$ cat src/rtl/alu_cmd_sequencer_if.sv
// Command, response and ALU-drive signals of alu_cmd_sequencer.
// The sequencer takes the slave view; decode logic and the ALU take the master view.
interface alu_cmd_sequencer_if #(
    parameter int DW   = 16,
    parameter int NREG = 4
);
    localparam int RW = $clog2(NREG);

    logic          cmd_valid;
    logic          cmd_ready;
    logic [2:0]    cmd_op;
    logic [RW-1:0] cmd_rd;
    logic [RW-1:0] cmd_rs1;
    logic [RW-1:0] cmd_rs2;
    logic          cmd_imm_sel;
    logic [DW-1:0] cmd_imm;

    logic [DW-1:0] alu_a;
    logic [DW-1:0] alu_b;
    logic [2:0]    alu_op;
    logic [DW-1:0] alu_result;
    logic          alu_zero;

    logic          rsp_valid;
    logic          rsp_ready;
    logic [DW-1:0] rsp_data;
    logic          rsp_zero;
    logic          rsp_err;

    modport master (
        output cmd_valid, cmd_op, cmd_rd, cmd_rs1, cmd_rs2, cmd_imm_sel, cmd_imm,
        input  cmd_ready,
        input  alu_a, alu_b, alu_op,
        output alu_result, alu_zero,
        input  rsp_valid, rsp_data, rsp_zero, rsp_err,
        output rsp_ready
    );

    modport slave (
        input  cmd_valid, cmd_op, cmd_rd, cmd_rs1, cmd_rs2, cmd_imm_sel, cmd_imm,
        output cmd_ready,
        output alu_a, alu_b, alu_op,
        input  alu_result, alu_zero,
        output rsp_valid, rsp_data, rsp_zero, rsp_err,
        input  rsp_ready
    );
endinterface

$ cat src/rtl/alu_cmd_sequencer.sv
// Sequences commands through a combinational ALU with a small register file.
// Optional: define ALU_CMD_SEQ_R0_ZERO_EN to hard-wire register 0 to zero.
module alu_cmd_sequencer #(
    parameter int DW   = 16,
    parameter int NREG = 4
) (
    input  logic               clk,
    input  logic               rst_n,
    alu_cmd_sequencer_if.slave bus
);
    localparam int RW = $clog2(NREG);

    typedef enum logic [1:0] {IDLE, ISSUE, CAPTURE, RESPOND} state_t;
    typedef enum logic [2:0] {
        OP_ADD  = 3'b000,
        OP_SUB  = 3'b001,
        OP_AND  = 3'b010,
        OP_OR   = 3'b011,
        OP_NOT  = 3'b100,
        OP_LOAD = 3'b111
    } op_t;

    state_t        state, state_nxt;
    logic          started;
    logic [DW-1:0] regs [NREG];
    logic [RW-1:0] rd_q;
    logic [DW-1:0] alu_a_q, alu_b_q, rsp_data_q;
    logic [2:0]    alu_op_q;
    logic          rsp_zero_q, rsp_err_q;

    logic          accept;
    logic          is_alu_op, is_load;
    logic [DW-1:0] rs1_val, rs2_val;
    logic          wr_en;
    logic [RW-1:0] wr_addr;
    logic [DW-1:0] wr_data;

    // started keeps cmd_ready low until the first edge after reset release
    assign bus.cmd_ready = started & (state == IDLE);
    assign accept        = bus.cmd_valid & bus.cmd_ready;
    assign is_alu_op     = (bus.cmd_op <= OP_NOT);
    assign is_load       = (bus.cmd_op == OP_LOAD);

    assign bus.alu_a     = alu_a_q;
    assign bus.alu_b     = alu_b_q;
    assign bus.alu_op    = alu_op_q;
    assign bus.rsp_valid = (state == RESPOND);
    assign bus.rsp_data  = rsp_data_q;
    assign bus.rsp_zero  = rsp_zero_q;
    assign bus.rsp_err   = rsp_err_q;

    always_comb begin
        rs1_val = regs[bus.cmd_rs1];
        rs2_val = regs[bus.cmd_rs2];
`ifdef ALU_CMD_SEQ_R0_ZERO_EN
        if (bus.cmd_rs1 == '0) rs1_val = '0;
        if (bus.cmd_rs2 == '0) rs2_val = '0;
`endif
    end

    always_comb begin
        wr_en   = 1'b0;
        wr_addr = bus.cmd_rd;
        wr_data = bus.cmd_imm;
        if (state == IDLE && accept && is_load) begin
            wr_en = 1'b1;
        end else if (state == CAPTURE) begin
            wr_en   = 1'b1;
            wr_addr = rd_q;
            wr_data = bus.alu_result;
        end
`ifdef ALU_CMD_SEQ_R0_ZERO_EN
        if (wr_addr == '0) wr_en = 1'b0;
`endif
    end

    always_ff @(posedge clk or negedge rst_n) begin
        if (!rst_n) begin
            for (int unsigned i = 0; i < NREG; i++) regs[i] <= '0;
        end else if (wr_en) begin
            regs[wr_addr] <= wr_data;
        end
    end

    always_ff @(posedge clk or negedge rst_n) begin
        if (!rst_n) begin
            state   <= IDLE;
            started <= 1'b0;
        end else begin
            state   <= state_nxt;
            started <= 1'b1;
        end
    end

    always_comb begin
        state_nxt = state;
        case (state)
            IDLE:    if (accept) state_nxt = is_alu_op ? ISSUE : RESPOND;
            ISSUE:   state_nxt = CAPTURE;
            CAPTURE: state_nxt = RESPOND;
            RESPOND: if (bus.rsp_ready) state_nxt = IDLE;
            default: state_nxt = IDLE;
        endcase
    end

    always_ff @(posedge clk or negedge rst_n) begin
        if (!rst_n) begin
            alu_a_q    <= '0;
            alu_b_q    <= '0;
            alu_op_q   <= '0;
            rd_q       <= '0;
            rsp_data_q <= '0;
            rsp_zero_q <= 1'b0;
            rsp_err_q  <= 1'b0;
        end else begin
            case (state)
                IDLE: begin
                    if (accept) begin
                        if (is_alu_op) begin
                            alu_a_q  <= rs1_val;
                            alu_b_q  <= bus.cmd_imm_sel ? bus.cmd_imm : rs2_val;
                            alu_op_q <= bus.cmd_op;
                            rd_q     <= bus.cmd_rd;
                        end else if (is_load) begin
                            rsp_data_q <= bus.cmd_imm;
                            rsp_zero_q <= (bus.cmd_imm == '0);
                            rsp_err_q  <= 1'b0;
                        end else begin
                            rsp_data_q <= '0;
                            rsp_zero_q <= 1'b0;
                            rsp_err_q  <= 1'b1;
                        end
                    end
                end
                CAPTURE: begin
                    rsp_data_q <= bus.alu_result;
                    rsp_zero_q <= bus.alu_zero;
                    rsp_err_q  <= 1'b0;
                end
                default: ;
            endcase
        end
    end
endmodule

$ cat src/flat_wrapper.sv
// flat-port wrapper written by rule: the top's interface ports become plain ports
module alu_cmd_sequencer_flat 
#(
    parameter int DW   = 16,
    parameter int NREG = 4
)
  (clk, rst_n, bus_cmd_valid, bus_cmd_op, bus_cmd_rd, bus_cmd_rs1, bus_cmd_rs2, bus_cmd_imm_sel, bus_cmd_imm, bus_cmd_ready, bus_alu_a, bus_alu_b, bus_alu_op, bus_alu_result, bus_alu_zero, bus_rsp_valid, bus_rsp_data, bus_rsp_zero, bus_rsp_err, bus_rsp_ready);
  alu_cmd_sequencer_if #(.DW(DW), .NREG(NREG)) bus_i ();
  input  logic clk;
  input  logic rst_n;
  input wire logic [$bits(bus_i.cmd_valid)-1:0] bus_cmd_valid;
  input wire logic [$bits(bus_i.cmd_op)-1:0] bus_cmd_op;
  input wire logic [$bits(bus_i.cmd_rd)-1:0] bus_cmd_rd;
  input wire logic [$bits(bus_i.cmd_rs1)-1:0] bus_cmd_rs1;
  input wire logic [$bits(bus_i.cmd_rs2)-1:0] bus_cmd_rs2;
  input wire logic [$bits(bus_i.cmd_imm_sel)-1:0] bus_cmd_imm_sel;
  input wire logic [$bits(bus_i.cmd_imm)-1:0] bus_cmd_imm;
  output wire logic [$bits(bus_i.cmd_ready)-1:0] bus_cmd_ready;
  output wire logic [$bits(bus_i.alu_a)-1:0] bus_alu_a;
  output wire logic [$bits(bus_i.alu_b)-1:0] bus_alu_b;
  output wire logic [$bits(bus_i.alu_op)-1:0] bus_alu_op;
  input wire logic [$bits(bus_i.alu_result)-1:0] bus_alu_result;
  input wire logic [$bits(bus_i.alu_zero)-1:0] bus_alu_zero;
  output wire logic [$bits(bus_i.rsp_valid)-1:0] bus_rsp_valid;
  output wire logic [$bits(bus_i.rsp_data)-1:0] bus_rsp_data;
  output wire logic [$bits(bus_i.rsp_zero)-1:0] bus_rsp_zero;
  output wire logic [$bits(bus_i.rsp_err)-1:0] bus_rsp_err;
  input wire logic [$bits(bus_i.rsp_ready)-1:0] bus_rsp_ready;
  assign bus_i.cmd_valid = bus_cmd_valid;
  assign bus_i.cmd_op = bus_cmd_op;
  assign bus_i.cmd_rd = bus_cmd_rd;
  assign bus_i.cmd_rs1 = bus_cmd_rs1;
  assign bus_i.cmd_rs2 = bus_cmd_rs2;
  assign bus_i.cmd_imm_sel = bus_cmd_imm_sel;
  assign bus_i.cmd_imm = bus_cmd_imm;
  assign bus_cmd_ready = bus_i.cmd_ready;
  assign bus_alu_a = bus_i.alu_a;
  assign bus_alu_b = bus_i.alu_b;
  assign bus_alu_op = bus_i.alu_op;
  assign bus_i.alu_result = bus_alu_result;
  assign bus_i.alu_zero = bus_alu_zero;
  assign bus_rsp_valid = bus_i.rsp_valid;
  assign bus_rsp_data = bus_i.rsp_data;
  assign bus_rsp_zero = bus_i.rsp_zero;
  assign bus_rsp_err = bus_i.rsp_err;
  assign bus_i.rsp_ready = bus_rsp_ready;
  alu_cmd_sequencer #(.DW(DW), .NREG(NREG)) u_core (.clk(clk), .rst_n(rst_n), .bus(bus_i));
endmodule
$ cat config.mk
export PLATFORM = sky130hd
export DESIGN_NAME = alu_cmd_sequencer_flat
export DESIGN_NICKNAME = d
export VERILOG_FILES = /design/src/rtl/alu_cmd_sequencer_if.sv /design/src/rtl/alu_cmd_sequencer.sv /design/src/flat_wrapper.sv
export SDC_FILE = /design/constraint.sdc
export NUM_CORES = 1
export LEC_CHECK = 0
export ABC_AREA = 1
export CAP_MARGIN = 20
export CELL_PAD_IN_SITES_DETAIL_PLACEMENT = 2
export CELL_PAD_IN_SITES_GLOBAL_PLACEMENT = 2
export CORE_MARGIN = 2
export CORE_UTILIZATION = 30
export CTS_CLUSTER_SIZE = 24
export DETAILED_ROUTE_END_ITERATION = 10
export GPL_ROUTABILITY_DRIVEN = 0
export PLACE_DENSITY = 0.9
export SLEW_MARGIN = 20
export SYNTH_ARGS = -nofsm -noshare
export SYNTH_HDL_FRONTEND = slang
export SYNTH_SLANG_ARGS = --single-unit
$ cat constraint.sdc
create_clock -name clk -period 3.6 [get_ports clk]
set_clock_uncertainty 0.05 [all_clocks]
set_input_delay 1.08 -clock clk [delete_from_list [all_inputs] [get_ports clk]]
set_output_delay 1.08 -clock clk [all_outputs]
set_load 0.02 [all_outputs]
=== Word-level counts from Yosys, hierarchy flattened ===
Cells that the tools add are included.

* Register bits after elaboration: 122
* Input port bits: 47
* Output and inout bits: 55

* $lt $le $gt $ge: 5
* Eq/ne operators: 7
* Mux-type cells: 32
* Bitwise gates (word level): 5
* Reductions and logical operators: 9

{| class="wikitable"
|+ Operator list
! cell !! count
|-
| $mux W16 || 11
|-
| $bmux W16 S2 || 2
|-
| $bwmux W64 || 1
|-
| $demux W16 S2 || 1
|-
| $pmux W16 S2 || 1
|-
| $logic_not A16 Y1 || 1
|-
| $mux W2 || 5
|-
| $ge A3 B3 Y1 const B || 3
|-
| $not A2 Y3 || 3
|-
| $mux W1 || 8
|-
| $pmux W2 S4 || 1
|-
| $reduce_and A3 Y1 || 2
|-
| $eq A2 B2 Y1 const B || 2
|-
| $ne A2 B1 Y1 const B || 2
|-
| $pmux W1 S2 || 2
|-
| $eq A3 B3 Y1 const B || 1
|-
| $le A3 B3 Y1 const B || 1
|-
| $logic_and A1 B1 Y1 || 3
|-
| $lt A3 B1 Y1 const B || 1
|-
| $and A1 B1 Y1 || 2
|-
| $eq A2 B1 Y1 const B || 1
|-
| $logic_not A2 Y1 || 1
|-
| $ne A2 B2 Y1 const B || 1
|-
| $reduce_and A2 Y1 || 1
|-
| $reduce_bool A2 Y1 || 1
|}

=== Logic depth before layout (Yosys ltp) ===
* Depth after elaboration: 12
* Depth in mapped cells: 12

=== Worst setup path after synthesis ===
Ideal clock, no wire load.

* Path kind: input to register
* Start point: input bus_cmd_op[1]
* End point: register u_core.regs[21] (netlist name)
* Arrival time: 1988 ps
* Required time: 3433 ps
* Path slack: 1445 ps
* Stages: 10
* Path buffers: 2
* Path through: inv_1 -> nor2_4 -> nand2_2 -> buf_6 -> nand2_2 -> nand2_4 -> nand3_4 -> buf_4 -> nand2_1 -> nand2_1

* Word-level cells in the longest chain between the ends: 9
* Elaborated cells between the ends (all ways): 12

{| class="wikitable"
|+ Ends and longest elaborated chain
! item !! RTL line !! source
|-
| start: declaration || flat_wrapper.sv:12 || <nowiki>input wire logic [$bits(bus_i.cmd_op)-1:0] bus_cmd_op;</nowiki>
|-
| $eq A3 B3 Y1 (*) || alu_cmd_sequencer.sv:42 || <nowiki>assign is_load = (bus.cmd_op == OP_LOAD);</nowiki>
|-
| $logic_and A1 B1 Y1 (*) || alu_cmd_sequencer.sv:65 || <nowiki>if (state == IDLE && accept && is_load) begin</nowiki>
|-
| $mux W2 || alu_cmd_sequencer.sv:65 ||
|-
| $not A2 Y3 (not written as such) || alu_cmd_sequencer.sv:81 || <nowiki>regs[wr_addr] <= wr_data;</nowiki>
|-
| $ge A3 B3 Y1 (not written as such) or $lt A3 B1 Y1 (tied branches) || alu_cmd_sequencer.sv:81 ||
|-
| $logic_and A1 B1 Y1 (not written as such) || alu_cmd_sequencer.sv:81 ||
|-
| $mux W16 (not written as such) || alu_cmd_sequencer.sv:81 ||
|-
| $demux W16 S2 || alu_cmd_sequencer.sv:81 ||
|-
| $bwmux W64 || alu_cmd_sequencer.sv:81 ||
|-
| end signal: indexed assignment || alu_cmd_sequencer.sv:81 ||
|-
| end: declaration || alu_cmd_sequencer.sv:25 || <nowiki>logic [DW-1:0] regs [NREG];</nowiki>
|}

Mark *: on every way between the ends. The rest lies on a longest branch, timed or not.
A chain may end at the register's enable or synchronous reset.

=== Worst setup path in the final report ===
* Start point: register u_core.state[0]
* End point: output bus_cmd_ready

* Word-level cells in the longest chain between the ends: 2

{| class="wikitable"
|+ Ends and longest elaborated chain
! item !! RTL line !! source
|-
| start: declaration || alu_cmd_sequencer.sv:23 || <nowiki>state_t state, state_nxt;</nowiki>
|-
| start signal: assignment || alu_cmd_sequencer.sv:90 || <nowiki>state <= state_nxt;</nowiki>
|-
| $logic_not A2 Y1 || alu_cmd_sequencer.sv:39 || <nowiki>assign bus.cmd_ready = started & (state == IDLE);</nowiki>
|-
| $and A1 B1 Y1 || alu_cmd_sequencer.sv:39 ||
|-
| end: declaration || flat_wrapper.sv:18 || <nowiki>output wire logic [$bits(bus_i.cmd_ready)-1:0] bus_cmd_ready;</nowiki>
|}

Every way passes these cells.

==> flow_metrics.tcl <==
set metrics [dict create \
    cp-end-kind "output pin" \
    final_cell_mix "302 x nand2_1, 122 x dfrtp_1, 118 x nand3_1, 118 x nor2_1, 100 x clkdlybuf4s50_1" \
    min_from "u_core.bus.rsp_data[10]" \
    crit_fanout 5 \
    crit_buf_inv 3 \
    cts-root-buf "clkbuf_16" \
    fin_nets 1021 \
    grt_overflow_total 0 \
    stdcell_area_um2 8310 \
    cp_slowest_cell "clkdlybuf4s50_1" \
    post-place-ws_ns 0.386 \
    htree_levels 4 \
    critical-path-max-stage-delay_ns 0.60 \
    cts-buffers-inserted 17 \
    wl_per_cell_um 21.3 \
    setup_viol 0 \
    cp_common_cell "inv_1" \
    cts_tree "yes" \
    drt_first_pass_iters 4 \
    hold_viol 0 \
    dpl_cell_area_um2 7800 \
    ctsResizeCount 0 \
    arrival_ns 2.04 \
    initial_utilization 0.304 \
    clk_pin_slew_ns 0.05 \
    drt_iter0_drc 305 \
    core_area_um2 21600 \
    drive_above_1_share 0.0685 \
    antenna_found_initial 0 \
    synthCells 888 \
    fillers 2508 \
    synth_area_um2 6570 \
    path_class "reg2out" \
    grt_usage 0.237 \
    clock-sinks 122 \
    worstSkewPairLatency_ns 0.44 \
    ant_nets 0 \
    finalCritPeriodShare 0.881 \
    start_kind "flip-flop" \
    slew_headroom 0.331 \
    grt_max_degree 69 \
    avgSynthCellArea_um2 7.39 \
    leakage_nw 3.93 \
    synth_seq_area_share 0.465 \
    netlist.area_leader.share 0.465 \
    hpwl_mm 16.9 \
    holdCritPathClass "reg2reg" \
    io_buffer_count 101 \
    vdd_drop_max_mv 0.391 \
    post-route-drc-count 0 \
    worstPathRequired_ns 2.47 \
    clock.fmax_mhz 315 \
    synth.area.top_cells "dfrtp_1 46%, nand2_1 17%, nand3_1 9.0%" \
    setup_tns_ns 0 \
    diodes 0 \
    r2r-start "u_core.state[0]" \
    tightest_slew_ns 1.00 \
    die_area_um2 23100 \
    cts_buffer_depth 2 \
    dp.cells 1231 \
    final_common_cell "nand2_1" \
    p_per_area_nw_per_um2 893 \
    grt_pass1_wl_mm 43.0 \
    syn_to_final_growth_pct 26.6 \
    synth.distinct_cells 28 \
    power_mw 7.42 \
    layout_min_cycle_time_ns 3.17 \
    status "finished clean" \
    fp.dieW_um 152 \
    yosys.area.top_type "dfrtp_1" \
    critPathLaunch "u_core.state[0]" \
    hold_buffers 0 \
    yosysWarningCount 0 \
    cp_cell_sequence "inv_1 -> ha_1 -> nand2_2 -> inv_1 -> clkdlybuf4s50_1" \
    syn-num-nets 939 \
    num_vias 6716 \
    ys_ff_latch 122 \
    setup_slack_ns 0.430 \
    slew_violations 0 \
    path_delay_family "buffers and inverters" \
    cts_setup_buffers 0 \
    std_cell_rows 54 \
    die_y_um 152 \
    viasPerCell 5.34 \
    wl_mm 26.7 \
    grt_pass1_vias 7428 \
    ioPinCount 102 \
    rsz0062_at_grt "false" \
    drv_cap 0 \
    instances_no_fill 1258 \
]
worst register-to-register path, delay by kind of cell (launching register included):
kind | cells | cell delay [ns]
buffers and inverters | 1 | 0.13
adders and majority gates | 1 | 0.30
and+or+nand+nor | 8 | 1.49
DFF | 1 | 0.39
state kept, by name, indices dropped and copies added, names as in the netlist:
| register | flops |
|---|---|
| u_core.bus.alu_a | 16 |
| u_core.bus.rsp_zero | 1 |
| u_core.state | 2 |
| u_core.bus.alu_op | 3 |
| u_core.bus.rsp_err | 1 |
| u_core.rd_q | 2 |
| u_core.bus.alu_b | 16 |
| u_core.bus.rsp_data | 16 |
| u_core.regs | 64 |
| u_core.started | 1 |
per-layer routing:
layer	global-route usage	wire length, um	vias up
met4	0.0703	529	0
met1	0.309	12000	3462
met3	0.0499	1250	44
met5	0	0	-
li1	-	-	3036
met2	0.395	13000	174
final cells by class:
| type | instances | area, um2 | share of cell area |
|---|---|---|---|
| timing repair buffer | 119 | 1180 | 0.142 |
| clock buffer | 24 | 492 | 0.0592 |
| tap | 280 | 350 | 0.0422 |
| inverter | 33 | 126 | 0.0152 |
| sequential | 122 | 3050 | 0.367 |
| multi-input combinational | 677 | 3090 | 0.372 |
| clock inverter | 3 | 17.5 | 0.00211 |
path summary, 6_finish.rpt:
path	slack, ns	cells past startpoint	endpoint
max in group asynchronous	2.11	2	u_core.regs[46]
max reg2reg	1.18	10	u_core.regs[3]
min reg2reg	0.46	2	u_core.bus.rsp_data[10]
min	0.46	2	u_core.bus.rsp_data[10]
max	0.43	5	bus_cmd_ready
min in group asynchronous	0.63	1	u_core.bus.alu_op[0]
cells by family after synthesis:
kind of cell | after synthesis | share of synthesized area
other | 1 | 0.000571
muxes | 1 | 0.00171
DFF | 122 | 0.465
adders and majority gates | 4 | 0.00762
buffers and inverters | 89 | 0.0652
AOI/OAI and AO/OA | 109 | 0.0901
and+or+nand+nor | 562 | 0.370
per-stage QoR:
| stage | utilization | hold slack, ns |
|---|---|---|
| after global placement | 0.361 | 0.429 |
| after CTS | 0.384 | 0.460 |
| final | 0.384 | 0.456 |
| after floorplan | - | 0.415 |
| after global routing | 0.384 | 0.484 |
| after detailed placement | 0.361 | 0.436 |
report_power, final:
group	total [mW]	switching, mW	internal, mW
Sequential	2.48	0.494	1.99
Combinational	3.40	2.19	1.21
Clock	1.54	0.611	0.928
cells in the mapped netlist (all sizes together):
master	n
nand2	312
nor2	125
nand3	123
dfrtp	122
o21ai	53
a31oi	33
inv	33
buf	29
clkbuf	27
a21oi	21
ha	4
a22oi	1
conb	1
mux2	1
nand3b	1
nor3	1
o31ai	1
Power figures use the tool's default switching activity.
